==> config.mk <==
export PLATFORM = sky130hd
export DESIGN_NAME = dice_roll_arbiter
export DESIGN_NICKNAME = d
export VERILOG_FILES = /design/src/rtl/dice_roll_arbiter.sv
export SDC_FILE = /design/constraint.sdc
export NUM_CORES = 1
export LEC_CHECK = 0
export CAP_MARGIN = 20
export CORE_AREA = 2 2 114 61
export DETAILED_ROUTE_END_ITERATION = 7
export DIE_AREA = 0 0 116 63
export PLACE_DENSITY = 0.65
export SETUP_SLACK_MARGIN = 0.1
export SLEW_MARGIN = 20
export SYNTH_ARGS = -nofsm -noshare
export SYNTH_HDL_FRONTEND = slang
export SYNTH_SLANG_ARGS = --single-unit
==> constraint.sdc <==
create_clock -name clock -period 7.02 [get_ports clock]
set_clock_uncertainty 0.1 [all_clocks]
set_input_delay 0.702 -clock clock [delete_from_list [all_inputs] [get_ports clock]]
set_output_delay 0.702 -clock clock [all_outputs]
set_load 0.02 [all_outputs]
==> src/rtl/dice_roll_arbiter.sv <==
// Round-robin arbiter sharing one dice roller between NUM_REQ requesters.
// Optional range check on roller results enabled by DICE_RANGE_CHECK_EN.
module dice_roll_arbiter #(
    parameter int NUM_REQ = 4,
    parameter int SETTLE  = 2,
    parameter int ID_W    = 2
) (
    input  logic                 clock,
    input  logic                 reset,
    input  logic [NUM_REQ-1:0]   req,
    input  logic [5*NUM_REQ-1:0] sides_req,
    output logic [NUM_REQ-1:0]   gnt,
    output logic                 roll_valid,
    output logic [4:0]           roll_value,
    output logic [ID_W-1:0]      roll_id,
    output logic                 bad_sides,
    output logic                 busy,
    output logic [4:0]           roller_sides,
    input  logic [4:0]           roller_result,
    output logic                 range_err
);

    localparam logic [ID_W:0] NREQ = (ID_W+1)'(NUM_REQ);

    typedef enum logic [1:0] {
        S_IDLE,
        S_SETTLE,
        S_CAPTURE
    } state_t;

    state_t          state;
    state_t          state_nxt;
    logic [3:0]      count;
    logic [ID_W-1:0] ptr;
    logic [ID_W-1:0] cur_id;
    logic [ID_W-1:0] win;
    logic [ID_W:0]   sum;
    logic            err_flag;
    logic            found;
    logic            win_legal;
    logic [4:0]      win_sides;
    logic [4:0]      sides_arr [NUM_REQ];

    function automatic logic legal(input logic [4:0] s);
        case (s)
            5'd4, 5'd6, 5'd8, 5'd10, 5'd12, 5'd20: return 1'b1;
            default:                               return 1'b0;
        endcase
    endfunction

    always_comb begin
        for (int i = 0; i < NUM_REQ; i++) begin
            sides_arr[i] = sides_req[5*i +: 5];
        end
    end

    // The requester just served is masked during its roll_valid cycle.
    always_comb begin
        found = 1'b0;
        win   = '0;
        sum   = '0;
        for (int i = 0; i < NUM_REQ; i++) begin
            sum = {1'b0, ptr} + (ID_W+1)'(i);
            if (sum >= NREQ) begin
                sum = sum - NREQ;
            end
            if (!found && req[sum[ID_W-1:0]] &&
                !(roll_valid && roll_id == sum[ID_W-1:0])) begin
                found = 1'b1;
                win   = sum[ID_W-1:0];
            end
        end
    end

    assign win_sides = sides_arr[win];
    assign win_legal = legal(win_sides);

    always_ff @(posedge clock or negedge reset) begin
        if (!reset) begin
            state <= S_IDLE;
        end else begin
            state <= state_nxt;
        end
    end

    always_comb begin
        state_nxt = state;
        case (state)
            S_IDLE: begin
                if (found) begin
                    state_nxt = win_legal ? S_SETTLE : S_CAPTURE;
                end
            end
            S_SETTLE: begin
                if (count == 4'd0) begin
                    state_nxt = S_CAPTURE;
                end
            end
            S_CAPTURE: state_nxt = S_IDLE;
            default:   state_nxt = S_IDLE;
        endcase
    end

    always_comb begin
        busy = (state != S_IDLE);
    end

    always_ff @(posedge clock or negedge reset) begin
        if (!reset) begin
            count        <= '0;
            ptr          <= '0;
            cur_id       <= '0;
            err_flag     <= 1'b0;
            gnt          <= '0;
            roller_sides <= '0;
            roll_valid   <= 1'b0;
            roll_value   <= '0;
            roll_id      <= '0;
            bad_sides    <= 1'b0;
        end else begin
            roll_valid <= 1'b0;
            case (state)
                S_IDLE: begin
                    if (found) begin
                        cur_id <= win;
                        gnt    <= NUM_REQ'(1) << win;
                        if (win_legal) begin
                            roller_sides <= win_sides;
                            count        <= 4'(SETTLE - 1);
                            err_flag     <= 1'b0;
                        end else begin
                            err_flag <= 1'b1;
                        end
                    end
                end
                S_SETTLE: begin
                    if (count != 4'd0) begin
                        count <= count - 4'd1;
                    end
                end
                S_CAPTURE: begin
                    roll_value   <= err_flag ? 5'd0 : roller_result;
                    bad_sides    <= err_flag;
                    roll_id      <= cur_id;
                    roll_valid   <= 1'b1;
                    gnt          <= '0;
                    roller_sides <= '0;
                    ptr          <= ({1'b0, cur_id} + 1'b1 >= NREQ) ?
                                    '0 : cur_id + 1'b1;
                end
                default: ;
            endcase
        end
    end

`ifdef DICE_RANGE_CHECK_EN
    logic [4:0] cur_sides;
    logic       range_q;

    always_ff @(posedge clock or negedge reset) begin
        if (!reset) begin
            cur_sides <= '0;
            range_q   <= 1'b0;
        end else begin
            if (state == S_IDLE && found) begin
                cur_sides <= win_sides;
            end
            if (state == S_CAPTURE && !err_flag &&
                (roller_result == 5'd0 || roller_result > cur_sides)) begin
                range_q <= 1'b1;
            end
        end
    end

    assign range_err = range_q;
`else
    assign range_err = 1'b0;
`endif

endmodule
Yosys cells after proc, flatten, opt, wreduce, memory -nomap -nowiden
Cells that the tools add are included.
{"block": "word_totals", "ff_bits": 29, "out_inout_bits": 20}
{"block": "op_classes", "addsub": 10, "n_lt_le_gt_ge": 10, "eq_ne": 16, "n_shift": 1, "n_mux": 41, "bitwise": 1, "reduce_logical": 30}
{"operator": "$mux W5", "n": 5}
{"operator": "$mux W2", "n": 12}
{"operator": "$mux W4", "n": 4}
{"operator": "$pmux W4 S2", "n": 2}
{"operator": "$eq A5 B4 Y1 const B", "n": 3}
{"operator": "$ge A3 B3 Y1 const B", "n": 5}
{"operator": "$lt A2 B3 Y1 const B", "n": 4}
{"operator": "$logic_and A1 B1 Y1", "n": 11}
{"operator": "$mux W1", "n": 11}
{"operator": "$bmux W5 S2", "n": 1}
{"operator": "$eq A5 B3 Y1 const B", "n": 2}
{"operator": "$pmux W5 S2", "n": 1}
{"operator": "$bmux W1 S2", "n": 4}
{"operator": "$eq A2 B2 Y1", "n": 4}
{"operator": "$ne A2 B2 Y1 const B", "n": 4}
{"operator": "$sub A2 B1 Y2 const B", "n": 4}
{"operator": "$logic_not A1 Y1", "n": 7}
{"operator": "$add A2 B1 Y3 const B", "n": 2}
{"operator": "$add A2 B2 Y3 const B", "n": 2}
{"operator": "$reduce_and A2 Y1", "n": 3}
{"operator": "$reduce_bool A2 Y1", "n": 3}
{"operator": "$reduce_or A6 Y1", "n": 1}
{"operator": "$eq A5 B5 Y1 const B", "n": 1}
{"operator": "$logic_not A4 Y1", "n": 1}
{"operator": "12 further kinds", "n": 12}

Logic depth before layout (Yosys ltp)
{"block": "logic_depth", "word_depth": 29, "depth_mapped": 10}

Worst setup path after synthesis
OpenSTA, ideal clock, no wires.
{"block": "synth_timing", "kind": "register to register", "start": "register roll_id[0]", "end": "register count[3]", "setup_ns": 0.126, "t_arrival_ns": 2.992, "required_ns": 6.794, "slack_ns": 3.802, "stages_incl_launch_ff": 10, "path_buffers": 0, "synth_period_minus_slack_ns": 3.218, "cell_sequence": "dfrtp_1 or3b_1 a32o_1 a211oi_4 mux2i_1 mux2i_4 a221oi_2 o21ai_4 and2_1 a221o_1"}
{"block": "synth_via", "elab_chain_cells": 26, "elab_cells_between_ends": 45, "cone_classes": "12 x eq/ne; 12 x mux; 1 x bitwise; 20 x reduce/logical"}
{"item": "start: declaration", "line_no": "15", "rtl": "output logic [ID_W-1:0] roll_id,"}
{"item": "start signal: assignment", "line_no": "144", "rtl": "roll_id <= cur_id;"}
{"item": "$eq A2 B2 Y1", "line_no": "68", "rtl": "!(roll_valid && roll_id == sum[ID_W-1:0])) begin"}
{"item": "$logic_and A1 B1 Y1", "line_no": "68"}
{"item": "$logic_not A1 Y1", "line_no": "68"}
{"item": "$logic_and A1 B1 Y1", "line_no": "67", "rtl": "if (!found && req[sum[ID_W-1:0]] &&"}
{"item": "$mux W1", "line_no": "67"}
{"item": "$logic_not A1 Y1", "line_no": "67"}
{"item": "$logic_and A1 B1 Y1 (2 in a row)", "line_no": "67"}
{"item": "$mux W1", "line_no": "67"}
{"item": "(+8 left out)"}
{"item": "$not A2 Y3 (not written as such)", "line_no": "75", "rtl": "assign win_sides = sides_arr[win];"}
{"item": "$bmux W5 S2", "line_no": "75"}
{"item": "$mux W5 (not written as such) (2 in a row)", "line_no": "75"}
{"item": "$eq A5 B3 Y1, or another cell as far along", "line_no": "45", "rtl": "case (s)"}
{"item": "$reduce_or A6 Y1", "line_no": "45"}
{"item": "$mux W1", "line_no": "45"}
{"item": "$ne A2 B2 Y1 (no source line)"}
{"item": "$reduce_and A4 Y1 (no source line) *"}
{"item": "end signal: assignment", "line_no": "129", "rtl": "count <= 4'(SETTLE - 1);"}
{"item": "end signal: assignment", "line_no": "138", "rtl": "count <= count - 4'd1;"}
{"item": "end: declaration", "line_no": "33", "rtl": "logic [3:0] count;"}
Mark *: on every way between the ends. The rest lies on a longest branch, timed or not. The select of a mux whose other input is x is not followed.
A chain may end at the register's enable or synchronous reset.

Final worst setup path
{"block": "layout_timing", "start": "input req[2]", "end": "register count[3]"}
{"block": "layout_via", "elab_chain_cells": 25, "elab_cells_between_ends": 41, "cone_classes": "8 x eq/ne; 20 x mux; 1 x bitwise; 12 x reduce/logical"}
{"item": "start: declaration", "line_no": "10", "rtl": "input logic [NUM_REQ-1:0] req,"}
{"item": "$bmux W1 S2", "line_no": "67"}
{"item": "$mux W1 (not written as such)", "line_no": "67"}
{"item": "$logic_and A1 B1 Y1", "line_no": "67"}
{"item": "$mux W1", "line_no": "67"}
{"item": "$logic_not A1 Y1", "line_no": "67"}
{"item": "$logic_and A1 B1 Y1 (2 in a row)", "line_no": "67"}
{"item": "$mux W1", "line_no": "67"}
{"item": "$logic_not A1 Y1", "line_no": "67"}
{"item": "(+7 left out)"}
{"item": "$not A2 Y3 (not written as such)", "line_no": "75"}
{"item": "$bmux W5 S2", "line_no": "75"}
{"item": "$mux W5 (not written as such) (2 in a row)", "line_no": "75"}
{"item": "$eq A5 B3 Y1, or another cell as far along", "line_no": "45"}
{"item": "$reduce_or A6 Y1", "line_no": "45"}
{"item": "$mux W1", "line_no": "45"}
{"item": "$ne A2 B2 Y1 (no source line)"}
{"item": "$reduce_and A4 Y1 (no source line) *"}
Marked as above.

==> metrics.csv <==
stage,metric,value,unit
status,status,"complete, no violations",
placed_design,dp.cells,325,
final_layout,nNetsFinal,274,
floorplanning,num_io_pins,51,
floorplanning,core,6359,sq um
clocking,cts-root-buf,clkbuf_16,
synth,synth-seq-cells,29,
synth,synth_area,1823,sq um
synth,synth-simple-area-share,0.2327,
worst_hold_path,min_path_cells,2,
detailed_routing,dr.pass1.iters,4,
grt,antenna_found_initial,0,
timing,fin_setup_tns,0,ns
synth,synth_top_flop_cell,dfrtp_1,
critical_path,arrival,3.94,ns
synth,synth_edf_count,0,
final_layout,drive_gt1_frac,0.1120,
placed_design,place_congestion,0.7987,
critical_path,critPathRequiredTime,7.08,ns
synth,synth_mux_area_frac,0.1084,
detailed_routing,vias_per_cell,4.658,
grt,overflow,0,
power_and_ir_drop,p_total,1.083,mW
floorplanning,initial_core_util,0.2867,
critical_path,reg2reg_depth,9,
timing,finalSetupViolCount,0,
grt,grt_max_degree,30,
final_layout,antennaDiodeCount,0,
final_layout,area_growth,37.89,%
final_layout,nFillCells,655,
synth,synth_compound_area_frac,0.1819,
clocking,hold_buffers,0,
final_layout,final_cell_area,2514,sq um
critical_path,crit_path_start_kind,input port,
timing,grt_setup_unrepaired,false,
clocking,postCtsSetupBuffers,0,
timing,finalHoldViolCount,0,
detailed_routing,ant_nets,0,
power_and_ir_drop,powerDensity,430.7,nW/um^2
timing,fmax,257.4,MHz
clocking,ctsResizeCount,0,
grt,grt_first_pass_wirelength,7334,um
clocking,htree_num_levels,2,
timing,tightest_slew,0.9881,ns
timing,slew_violations,0,
timing,slew_headroom,0.3392,
clocking,clk-insertion-delay-late,0.27,ns
clocking,cts_tree,built,
detailed_routing,vias,1551,
clocking,numCtsBuffers,5,
floorplanning,die_y,63,um
timing,fin_crit,3.885,ns
synth,seq_area_frac_synth,0.3981,
placed_design,port_buffers,49,
synth,synth_top_family_by_area,simple AND/OR/NAND/NOR gates,
clocking,clkTransAtPathRegs,0.05,ns
detailed_routing,drc,0,
synth,yosys_warnings,0,
floorplanning,dieArea,7308,sq um
clocking,clk_path_buf_depth,2,
final_layout,regArea,725.7,sq um
critical_path,crit_path_max_fanout,19,
clocking,cts_sinks,29,
floorplanning,die_x,116,um
final_layout,final_cells,333,
floorplanning,rows,21,
synth,async_flop_share,1.000,
critical_path,path_class,input port to flip-flop,
synth,synthAdderAreaFrac,0.02059,
critical_path,cp-end-kind,flip-flop,
placed_design,dpl.hpwl,3356,um
synth,synth_nets,225,
detailed_routing,wire_per_inst,13.46,um
synth,ys_types,50,
power_and_ir_drop,leakagePower,1.073,nW
grt,grtUsageTotal,0.1287,
final_layout,multi_input_area,994.7,sq um
run,maxCapViolCount,0,
synth,synthCells,191,
worst_hold_path,hold_class,flip-flop to flip-flop,
synth,avgSynthCellArea,9.544,sq um
placed_design,post_dp_cell_area,2375,sq um
power_and_ir_drop,ir_drop,0.1120,mV
grt,grt_pass1_vias,1457,
synth,synthXorXnorAreaFrac,0,
timing,post-route-period-util,0.5534,
timing,timing.hold.ws,0.3797,ns
detailed_routing,drt_iter0_markers,121,
detailed_routing,wl,4481,um
## kinds of logic after synthesis
logic type,count (synthesis)
AND/OR/NAND/NOR,83
AO/OA/AOI/OAI,38
multiplexers,18
flip-flops,29
buffers and inverters,19
other,1
adder cells (fa/ha/maj),3
## worst max-delay path, cell delays in order
cell	delay [ns]
clkdlybuf4s50_1	0.44
and3b_2	0.21
a32o_1	0.23
a211oi_4	0.82
mux2i_1	0.37
mux2i_4	0.15
a221oi_2	0.38
o21ai_4	0.13
and2_1	0.17
a221o_1	0.33
## flip-flops by register name (all words and copies together) (netlist names)
signal        count
bad_sides         1
count             4
cur_id            2
err_flag          1
gnt               4
ptr               2
roll_id           2
roll_valid        1
roll_value        5
roller_sides      5
state             2
## cell type report
type                    count  area share
clock buffers               6     0.05127
clock inverters             2    0.003982
inverters                  11     0.01643
multi-input cells         143      0.3957
flip-flops and latches     29      0.2887
well taps                  92     0.04579
repair buffers             50      0.1981
## synth_stat cells (2+ instances only)
master | number | area (sq um)
and2_1 | 5 | 31.28
inv_1 | 11 | 41.29
o32ai_1 | 2 | 17.52
nand3_1 | 2 | 10.01
nand2b_1 | 8 | 50.05
a31oi_1 | 2 | 12.51
o22ai_1 | 2 | 12.51
o21ai_0 | 9 | 45.04
a21oi_1 | 2 | 10.01
nand3b_1 | 2 | 15.01
ha_1 | 3 | 37.54
dfrtp_1 | 29 | 725.7
clkbuf_1 | 4 | 15.01
a221o_1 | 5 | 50.05
nor2_1 | 18 | 67.56
nand2_1 | 29 | 108.9
nor3_1 | 3 | 15.01
and3b_2 | 2 | 20.02
and2b_2 | 2 | 17.52
nor2b_1 | 4 | 25.02
mux2i_1 | 13 | 130.1
mux2_2 | 4 | 45.04
clkbuf_8 | 2 | 27.53
or3_2 | 2 | 15.01
## per-layer routing
metal  global-route usage  vias up  routed length, um
met5                    0        -                  0
met4              0.03125        0                 28
met3              0.03880        3                299
met2               0.1615       45               1653
met1               0.2067      731               2500
li1                     -      772                  -
## cell usage in the layout, fill, tap and decap left out, types with 2 or more instances in the layout
cell	instances
clkdlybuf4s50_1	49
nand2_1	29
dfrtp_1	29
nor2_1	18
mux2i_1	13
inv_1	11
o21ai_0	9
nand2b_1	8
and2_1	5
a221o_1	5
clkbuf_16	5
mux2_2	4
nor2b_1	4
nor3_1	3
ha_1	3
nand3_1	2
nand3b_1	2
a21oi_1	2
and3b_2	2
o32ai_1	2
or3_2	2
and2b_2	2
a31oi_1	2
o22ai_1	2
clkinv_2	2
## power by group
group	leakage (nW)	internal, mW	switching (mW)	total [mW]
Sequential	0.371	0.238	0.0812	0.319
Combinational	0.632	0.263	0.299	0.562
Clock	0.0706	0.130	0.0721	0.202
## through the flow
| step | utilization | setup WS [ns] |
|---|---|---|
| 2_1_floorplan | - | 3.802 |
| 3_5_place_dp | 0.3735 | 2.833 |
| 4_1_cts | 0.3953 | 3.123 |
| 5_1_grt | 0.3953 | 2.928 |
| 6_report | 0.3953 | 3.135 |
| 3_3_place_gp | 0.3735 | 2.976 |
## path summary, 6_finish.rpt
| check | startpoint | to | slack [ns] |
|---|---|---|---|
| hold / removal | roll_value[0]$_DFFE_PN0P_ | roll_value[0]$_DFFE_PN0P_ | 0.38 |
| min in group asynchronous | reset | roll_value[0]$_DFFE_PN0P_ | 0.72 |
| max in group asynchronous | reset | count[1]$_DFFE_PN0P_ | 5.82 |
| setup reg to reg | roll_id[0]$_DFFE_PN0P_ | count[3]$_DFFE_PN0P_ | 3.29 |
| hold reg to reg | roll_value[0]$_DFFE_PN0P_ | roll_value[0]$_DFFE_PN0P_ | 0.38 |
| setup / recovery | req[2] | count[3]$_DFFE_PN0P_ | 3.14 |
Note: power is estimated with default switching activity, not from simulation.
